<file path="config.mk">
export PLATFORM = sky130hd
export DESIGN_NAME = decoder_nx2n_seq
export DESIGN_NICKNAME = d
export VERILOG_FILES = /design/src/rtl/decoder_nx2n_seq.sv
export SDC_FILE = /design/constraint.sdc
export NUM_CORES = 1
export LEC_CHECK = 0
export CORE_MARGIN = 1
export CORE_UTILIZATION = 30
export CTS_CLUSTER_SIZE = 16
export DETAILED_ROUTE_END_ITERATION = 8
export HOLD_SLACK_MARGIN = 0.02
export MAX_ROUTING_LAYER = met4
export SLEW_MARGIN = 10
export SYNTH_ARGS = -nofsm -noshare
export SYNTH_HDL_FRONTEND = slang
export SYNTH_SLANG_ARGS = --single-unit
</file>
<file path="constraint.sdc">
create_clock -name clk -period 5.1 [get_ports clk]
set_clock_uncertainty 0.1 [all_clocks]
set_input_delay 1.02 -clock clk [delete_from_list [all_inputs] [get_ports clk]]
set_output_delay 1.02 -clock clk [all_outputs]
set_load 0.005 [all_outputs]
</file>
<file path="src/rtl/decoder_nx2n_seq.sv">
// Registered N-to-2^N one-hot decoder with an autonomous up/down scan sequencer.
// Accepted requests appear on y one clock later; scan mode walks the active line with a programmable dwell.
module decoder_nx2n_seq #(
    parameter int SEL_W = 4,
    parameter int DWELL = 1,
    localparam int OUT_W = 2 ** SEL_W
) (
    input  logic             clk,
    input  logic             rst,
    input  logic             en,
    input  logic             in_valid,
    output logic             in_ready,
    input  logic [SEL_W-1:0] sel,
    input  logic             scan,
    input  logic             dir,
    input  logic             stop,
    output logic [OUT_W-1:0] y,
    output logic             y_valid,
    output logic [SEL_W-1:0] idx,
    output logic             wrap
);

    localparam int CW = (DWELL > 1) ? $clog2(DWELL) : 1;
    localparam logic [CW-1:0] DLAST = CW'(DWELL - 1);

    localparam logic [0:0] IDLE = 1'b0;
    localparam logic [0:0] SCAN = 1'b1;

    logic [0:0]       state;
    logic [CW-1:0]    cnt;
    logic             dir_q;
    logic             shown;
    logic [SEL_W-1:0] nidx;
    logic             at_end;

    function automatic logic [OUT_W-1:0] onehot(input logic [SEL_W-1:0] i);
        logic [OUT_W-1:0] v;
        v = '0;
        v[i] = 1'b1;
        return v;
    endfunction

    assign in_ready = en & (state == IDLE);

    always_comb begin
        nidx   = dir_q ? (idx - SEL_W'(1)) : (idx + SEL_W'(1));
        at_end = dir_q ? (idx == '0) : (idx == '1);
    end

    always_ff @(posedge clk) begin
        if (rst) begin
            state   <= IDLE;
            cnt     <= '0;
            dir_q   <= 1'b0;
            shown   <= 1'b0;
            idx     <= '0;
            y       <= '0;
            y_valid <= 1'b0;
            wrap    <= 1'b0;
        end else if (stop) begin
            // stop wins over pause and over a same-cycle accept; idx keeps its last value
            state   <= IDLE;
            shown   <= 1'b0;
            y       <= '0;
            y_valid <= 1'b0;
            wrap    <= 1'b0;
        end else if (!en) begin
            y       <= '0;
            y_valid <= 1'b0;
            wrap    <= 1'b0;
        end else if (state == IDLE) begin
            wrap <= 1'b0;
            if (in_valid) begin
                idx     <= sel;
                y       <= onehot(sel);
                y_valid <= 1'b1;
                shown   <= 1'b1;
                if (scan) begin
                    dir_q <= dir;
                    cnt   <= '0;
                    state <= SCAN;
                end
            end else if (shown) begin
                // re-present the held line after a pause
                y       <= onehot(idx);
                y_valid <= 1'b1;
            end
        end else begin
            y_valid <= 1'b1;
            if (cnt == DLAST) begin
                cnt  <= '0;
                idx  <= nidx;
                y    <= onehot(nidx);
                wrap <= at_end;
            end else begin
                cnt  <= cnt + CW'(1);
                y    <= onehot(idx);
                wrap <= 1'b0;
            end
        end
    end

endmodule

</file>
# After elaboration in Yosys (flattened, before gate mapping)

Cells that the tools add are included.

Register bits after elaboration: 26
Input bits: 11
Output and inout port bits: 23
Logic and storage cells: 62

Add/subtract/negate cells: 3
$lt $le $gt $ge: 6
Equality and inequality tests: 2
Mux-type cells: 25
Bitwise logic cells: 4
Reduce and logical (&&, ||, !) cells: 14

Operators by type and width:

| operator                                                                             | count |
|---|---|
| 16-bit two-way mux                                                                   | 4 |
| 4-bit two-way mux                                                                    | 4 |
| 4-bit by 5-bit < comparator with 1-bit output (second input constant)                | 3 |
| 1-bit two-way mux                                                                    | 14 |
| 1-bit demux with 4-bit select                                                        | 3 |
| 4-bit by 1-bit greater-or-equal comparator with 1-bit output (second input constant) | 3 |
| 4-bit AND reduction                                                                  | 2 |
| 5-bit AND reduction                                                                  | 1 |
| 5-bit OR reduction                                                                   | 1 |
| 4-bit by 1-bit adder with 4-bit output (second input constant)                       | 1 |
| 4-bit == test (second input constant)                                                | 1 |
| 4-bit zero test                                                                      | 1 |
| 2-bit nonzero test                                                                   | 2 |
| 4-bit by 1-bit subtractor with 4-bit output (second input constant)                  | 1 |
| 1-bit logical AND                                                                    | 3 |
| 1-bit inverter                                                                       | 3 |
| 3-bit AND reduction                                                                  | 1 |
| 3-bit nonzero test                                                                   | 1 |
| 3-bit OR reduction                                                                   | 1 |
| 2-bit inequality test (second input constant)                                        | 1 |
| 2-bit OR reduction                                                                   | 1 |
| 1-bit adder (second input constant)                                                  | 1 |
| 1-bit bitwise AND                                                                    | 1 |

# Logic depth before layout (Yosys ltp)

Gate-level depths: netlist of the first run.

Depth in word-level cells: 8
Mapped depth: 8
Gate-level depth less buffers: 7

# Least setup slack after synthesis of the first run

OpenSTA, ideal clock, no wires.

Path type: input to output
Start point: in en
End point: out in_ready
Arrival: 1.216 ns
Data required time: 3.980 ns
Path slack: 2.764 ns
Cell stages on the path: 1
Path buffers: 0
Cells stage by stage: nor2b_1

Cells in the longest elaborated chain, start to end: 1

RTL lines:

| item              | RTL line | text |
|---|---|---|
| from (decl)       | 10       | `input logic en,` |
| 1-bit bitwise AND | 43       | `assign in_ready = en & (state == IDLE);` |
| to (decl)         | 12       | `output logic in_ready,` |

No other way between the ends.

# Final worst setup path of the first run

Ends and elaborated chain as after synthesis.

==> out/results.ini, run 1 <==
[global_route]
antenna_found_initial = 0
grt_pass1_vias = 1398
grt-ovfl-total = 0
grt_max_degree = 32
grt_first_pass_wirelength_mm = 7.00
grt_use_total_pct = 17.1

[final_layout]
postLayoutCoreUtil_pct = 40.6
area_delta_synth_final_pct = 26.2
layout_commonest_cell = clkdlybuf4s50_1
nNetsFinal = 232
mostFrequentLayoutCells = clkdlybuf4s50_1, dfxtp_1, nor2_1
fin_area_sq_mm = 0.00197
drive_gt1_share_pct = 7.98
num_antenna_cells = 0

[pwr]
irDropWorstVdd_v = 0.0000768
power_density_mw_per_mm2 = 207
power.share.switching_pct = 28.7
power_frac_clock_pct = 30.2
leakage_nw = 0.679
pwr-share-seq_pct = 50.7
power_frac_comb_pct = 19.1
switchingPower_w = 0.000117
p_int_w = 0.000291
finalPower_w = 0.000408

[clock_network]
hold_buffers = 0
ctsResizeCount = 0
clk_latency_ps = 270
clockBufferDepth = 2
cts.sinks = 25
clk_pin_slew_ps = 90
cts_made_buffers = 3
cts_setup_buffers = 0
cts_tree = built
htree_levels = 1
cts_root_buf = clkbuf_8

[timing]
maxSlewHeadroom_pct = 31.5
period_minus_slack_ps = 3430
max_slew.worst_pin.slew_ps = 1020
timing.final.hold_violations = 0
finalSetupTns_ps = 0
rsz0062_at_grt = no
fmax_ghz = 0.292
maxSlewViolCount = 0
setup_violations = 0
finalCritPeriodShare_pct = 67.2
setup_ws_ps = 1670

[synthesis]
synth_edf_count = 0
syn_inst = 189
ys_types = 44
synth-seq-cells = 25
synth_sequential_area_ratio_pct = 32.1
synth_area_sq_mm = 0.00156
synth_ff_type = dfxtp_1
avgSynthCellArea_sq_um = 8.26
yosysWarnings = 0
synth_nets = 207
async_flop_share_pct = 0

[die]
rows = 25
io_pins = 34
die_h_um = 74.1
dieArea_sq_mm = 0.00549
start_util_pct = 32.2
die_w_um = 74.1
core_sq_mm = 0.00485

[critical_path]
end_kind = output pin
cpMaxStageDelayCell = clkdlybuf4s50_1
start_kind = input port
cp.arrival_ps = 2310
crit_required_ps = 3980
reg2reg_from = idx[0]
cp_num_buf_inv = 2
startpoint = en
cpMostUsedCell = clkdlybuf4s50_1
critPathKind = input port to output pin
critical-path-top-delay-family = buffers and inverters
cp_max_fo = 4
slowest_delay_ps = 540
crit_chain = clkdlybuf4s50_1 > nor2b_1 > clkdlybuf4s50_1

[drt]
antenna_left = 0
vias = 1530
dr.pass1.iters = 4
routed_wl_mm = 4.27
drt_iter0_drc = 128
drt-vias-per-instance = 5.46
drc = 0
wl_per_cell_um = 15.3

[min_path]
hp-start = y_valid
hold_path_class = register to register

[run]
max_cap_violations = 0

[placement]
numPortBuffers = 33
dp_hpwl_mm = 3.07
dpl-instance-area_sq_mm = 0.00192
gp_congestion = 0.875
pre_cts_ws_ps = 1670

[run_status]
status = finished, final reports clean

==> registers in the layout, indices dropped and copies added, names as in the netlist <==
signal	flops
idx	4
shown	1
state	1
wrap	1
y_valid	1
dir_q	1
y	16
==> final cells by class <==
type                    instances  area (sq um)
repair buffers                 35           345
fillers                       504          2880
flip-flops and latches         25           500
multi-input cells             145           976
clock buffers                   3          41.3
well taps                      67          83.8
clock inverters                 1          7.51
inverters                       4          15.0
==> cell usage after synthesis, drive strengths merged (3+ instances only) <==
cell type	count	area share [%]
o21ai	13	4.2
nand3	6	1.9
inv	4	0.96
or3	5	2.0
buf	7	2.5
nand2	13	3.1
dfxtp	25	32
nor3	6	1.9
o221ai	6	3.4
o32a	4	2.6
nor2	19	4.6
nor2b	3	1.2
clkbuf	8	1.9
a21oi	13	4.4
o221a	4	2.9
a31oi	9	3.6
mux2i	4	2.6
ha	6	4.8
nor3b	3	2.1
nand2b	3	1.4
nand3b	4	1.9
==> path summary, 6_finish.rpt <==
kind                                  to  slack (ps)  cells after the start
worst max-delay path            in_ready        1670                      3
worst max register to register      y[7]        2630                      7
worst min register to register   y_valid         380                      1
worst min-delay path             y_valid         380                      1
==> worst register-to-register path: cells and delay by family, from the launching register on <==
| family | cells | cell delay [ps] |
|---|---|---|
| AND/OR/NAND/NOR | 2 | 370 |
| flip-flops | 1 | 640 |
| adder cells (fa/ha/maj) | 1 | 490 |
| AO/OA/AOI/OAI | 1 | 180 |
| XOR/XNOR | 1 | 140 |
| buffers and inverters | 2 | 480 |
==> power groups by stage <==
stage | Sequential (W) | Combinational [W] | Clock [W]
2_1_floorplan | 0.000209 | 0.0000499 | 0
3_3_place_gp | 0.000212 | 0.0000776 | 0
3_5_place_dp | 0.000212 | 0.0000776 | 0
4_1_cts | 0.000207 | 0.0000780 | 0.000130
5_1_grt | 0.000208 | 0.0000861 | 0.000137
6_report | 0.000207 | 0.0000780 | 0.000123
==> per-stage QoR <==
| stage | instances | hold WS, ps |
|---|---|---|
| floorplan | 189 | 365 |
| global placement | 276 | 358 |
| detailed placement | 276 | 366 |
| CTS | 280 | 388 |
| global route | 280 | 409 |
| finish | 280 | 384 |
==> layer usage <==
metal	GRT usage [%]	share of wire [%]	routed length [um]
met5	-	0	0
met4	7.05	1.3	57
met3	2.44	4.5	194
met2	23.7	45	1910
met1	24.5	49	2110
==> cells by family (layout without fill, tap and decap cells) <==
group / Yosys count / in the layout / synth area share, %
simple gates: 72 / 72 / 24.5
compound gates: 59 / 59 / 26.7
flops: 25 / 25 / 32.1
buf+inv: 19 / 43 / 5.37
fa+ha+maj: 7 / 7 / 6.09
mux: 4 / 4 / 2.57
xor+xnor: 3 / 3 / 2.65
Note: power is estimated with default switching activity, not from simulation.
==> run 2: changes to the inputs <==
Clock period 5.1 ns to 3.5 ns, I/O delays scaled along.
==> out/results.ini, run 2 (synthesized netlist as in run 1, its figures left out) <==
[clock_network]
ctsResizeCount = 0  ; unchanged
clockBufferDepth = 2  ; unchanged
cts_made_buffers = 3  ; unchanged
cts_root_buf = clkbuf_8
htree_levels = 1  ; unchanged
cts.sinks = 25  ; unchanged
hold_buffers = 0  ; unchanged
cts_setup_buffers = 0  ; unchanged
clk_latency_ps = 280  ; about the same
cts_tree = built
clk_pin_slew_ps = 90  ; about the same

[final_layout]
drive_gt1_share_pct = 8.84  ; +0.86 points
num_antenna_cells = 0  ; unchanged
layout_commonest_cell = clkdlybuf4s50_1
area_delta_synth_final_pct = 27.2
fillers = 513  ; +1.8%
largest-register = y
fin_area_sq_mm = 0.00198  ; +0.76%
mostFrequentLayoutCells = clkdlybuf4s50_1, dfxtp_1, nor2_1
reg.largest.list = y x16, idx x4
largest_register_ffs = 16  ; unchanged
nNetsFinal = 234  ; +0.86%

[placement]
dp_hpwl_mm = 3.09  ; +0.62%
numPortBuffers = 33  ; unchanged
dpl-instance-area_sq_mm = 0.00194  ; +0.78%
gp_congestion = 0.920  ; +5.0%

[global_route]
antenna_found_initial = 0  ; unchanged
grt_pass1_vias = 1451  ; +3.8%
grt_max_degree = 30  ; -6.3%
grt_use_total_pct = 17.6  ; +0.47 points
grt-ovfl-total = 0  ; unchanged
grt_first_pass_wirelength_mm = 7.26  ; +3.6%

[drt]
antenna_left = 0  ; unchanged
routed_wl_mm = 4.20  ; -1.6%
wl_per_cell_um = 14.9  ; -2.3%
drt-vias-per-instance = 5.44  ; -0.45%
drt_iter0_drc = 227  ; +77%
vias = 1534  ; +0.26%
drc = 0  ; unchanged
dr.pass1.iters = 5  ; +1

[timing]
fmax_ghz = 0.362
rsz0062_at_grt = no
maxSlewHeadroom_pct = 44.8  ; +13 points
maxSlewViolCount = 0  ; unchanged
timing.final.hold_violations = 0  ; unchanged
max_slew.worst_pin.slew_ps = 828  ; -196 ps
finalCritPeriodShare_pct = 78.9
finalSetupTns_ps = 0  ; unchanged
period_minus_slack_ps = 2760
setup_violations = 0  ; unchanged

[critical_path]
startpoint = en
cp.arrival_ps = 1960  ; -350 ps
reg2reg_slack_ps = 900  ; -1730 ps
crit_required_ps = 2700  ; -1280 ps
start_kind = input port
reg2regPathDepth = 7  ; unchanged
end_kind = output pin
cp_max_fo = 4  ; unchanged
critPathKind = input port to output pin
reg2reg_from = idx[0]
r2r-end = y[5]

[pwr]
finalPower_w = 0.000599  ; +47%
irDropWorstVdd_v = 0.000145  ; +89%
power_frac_comb_pct = 19.0  ; about the same
leakage_nw = 0.689  ; +1.5%
power_frac_clock_pct = 30.4  ; +0.2 points
pwr-share-seq_pct = 50.6  ; about the same
power.share.switching_pct = 29.0  ; +0.24 points
switchingPower_w = 0.000174  ; +48%
power_density_mw_per_mm2 = 302  ; +46%
p_int_w = 0.000425  ; +46%

[run]
max_cap_violations = 0  ; unchanged

[die]
die_w_um = 74.1  ; unchanged
core_sq_mm = 0.00485  ; unchanged
rows = 25  ; unchanged
start_util_pct = 32.2  ; unchanged
die_h_um = 74.1  ; unchanged
io_pins = 34  ; unchanged
dieArea_sq_mm = 0.00549  ; unchanged

[min_path]
hold_path_class = register to register
min_to = y_valid
hp-start = y_valid
min_path_cells = 1  ; unchanged

[run_status]
status = finished, final reports clean

[run 2: changes by cell type in the layout (fill, tap and decap cells not counted)]
cell | previous run | this run
buf_4 | 2 | 4
[run 2: worst max path at each step]
stage               endpoint  slack (ps)
floorplan               y[6]        1260
global placement    in_ready         770
detailed placement  in_ready         760
CTS                 in_ready         740
global route        in_ready         630
finish              in_ready         740
[run 2: layout make-up]
type | instances | area [sq um] | share of cell area, %
Clock buffer | 3 | 41.3 | 2.08
Sequential cell | 25 | 500 | 25.2
Multi-Input combinational cell | 145 | 976 | 49.2
Clock inverter | 1 | 7.51 | 0.378
Inverter | 4 | 15.0 | 0.757
Tap cell | 67 | 83.8 | 4.22
Timing Repair Buffer | 37 | 360 | 18.2
[run 2: worst max-delay path, stage by stage]
cell             delay, ps
clkdlybuf4s50_1        500
nor2b_1                220
clkdlybuf4s50_1        540
[run 2: power groups by stage]
stage	Combinational [W]	Sequential, W	Clock, W
CTS	0.000114	0.000303	0.000189
finish	0.000114	0.000303	0.000182
global route	0.000127	0.000305	0.000200
floorplan	0.0000727	0.000304	0
detailed placement	0.000113	0.000309	0
global placement	0.000114	0.000310	0
[run 2: routing by layer]
| metal | vias up | GRT usage, % | wire [um] |
|---|---|---|---|
| met3 | 8 | 1.90 | 218 |
| met5 | - | - | 0 |
| met1 | 713 | 24.5 | 2060 |
| li1 | 755 | - | - |
| met4 | 0 | 6.84 | 60 |
| met2 | 58 | 25.9 | 1860 |
[run 2: per-stage QoR]
stage | std cells | setup slack (ps) | hold WS [ps] | utilization [%]
2_1_floorplan | 189 | 1260 | 365 | -
3_3_place_gp | 278 | 766 | 354 | 39.9
3_5_place_dp | 278 | 756 | 361 | 39.9
4_1_cts | 282 | 742 | 383 | 40.9
5_1_grt | 282 | 632 | 426 | 40.9
6_report | 282 | 739 | 383 | 40.9
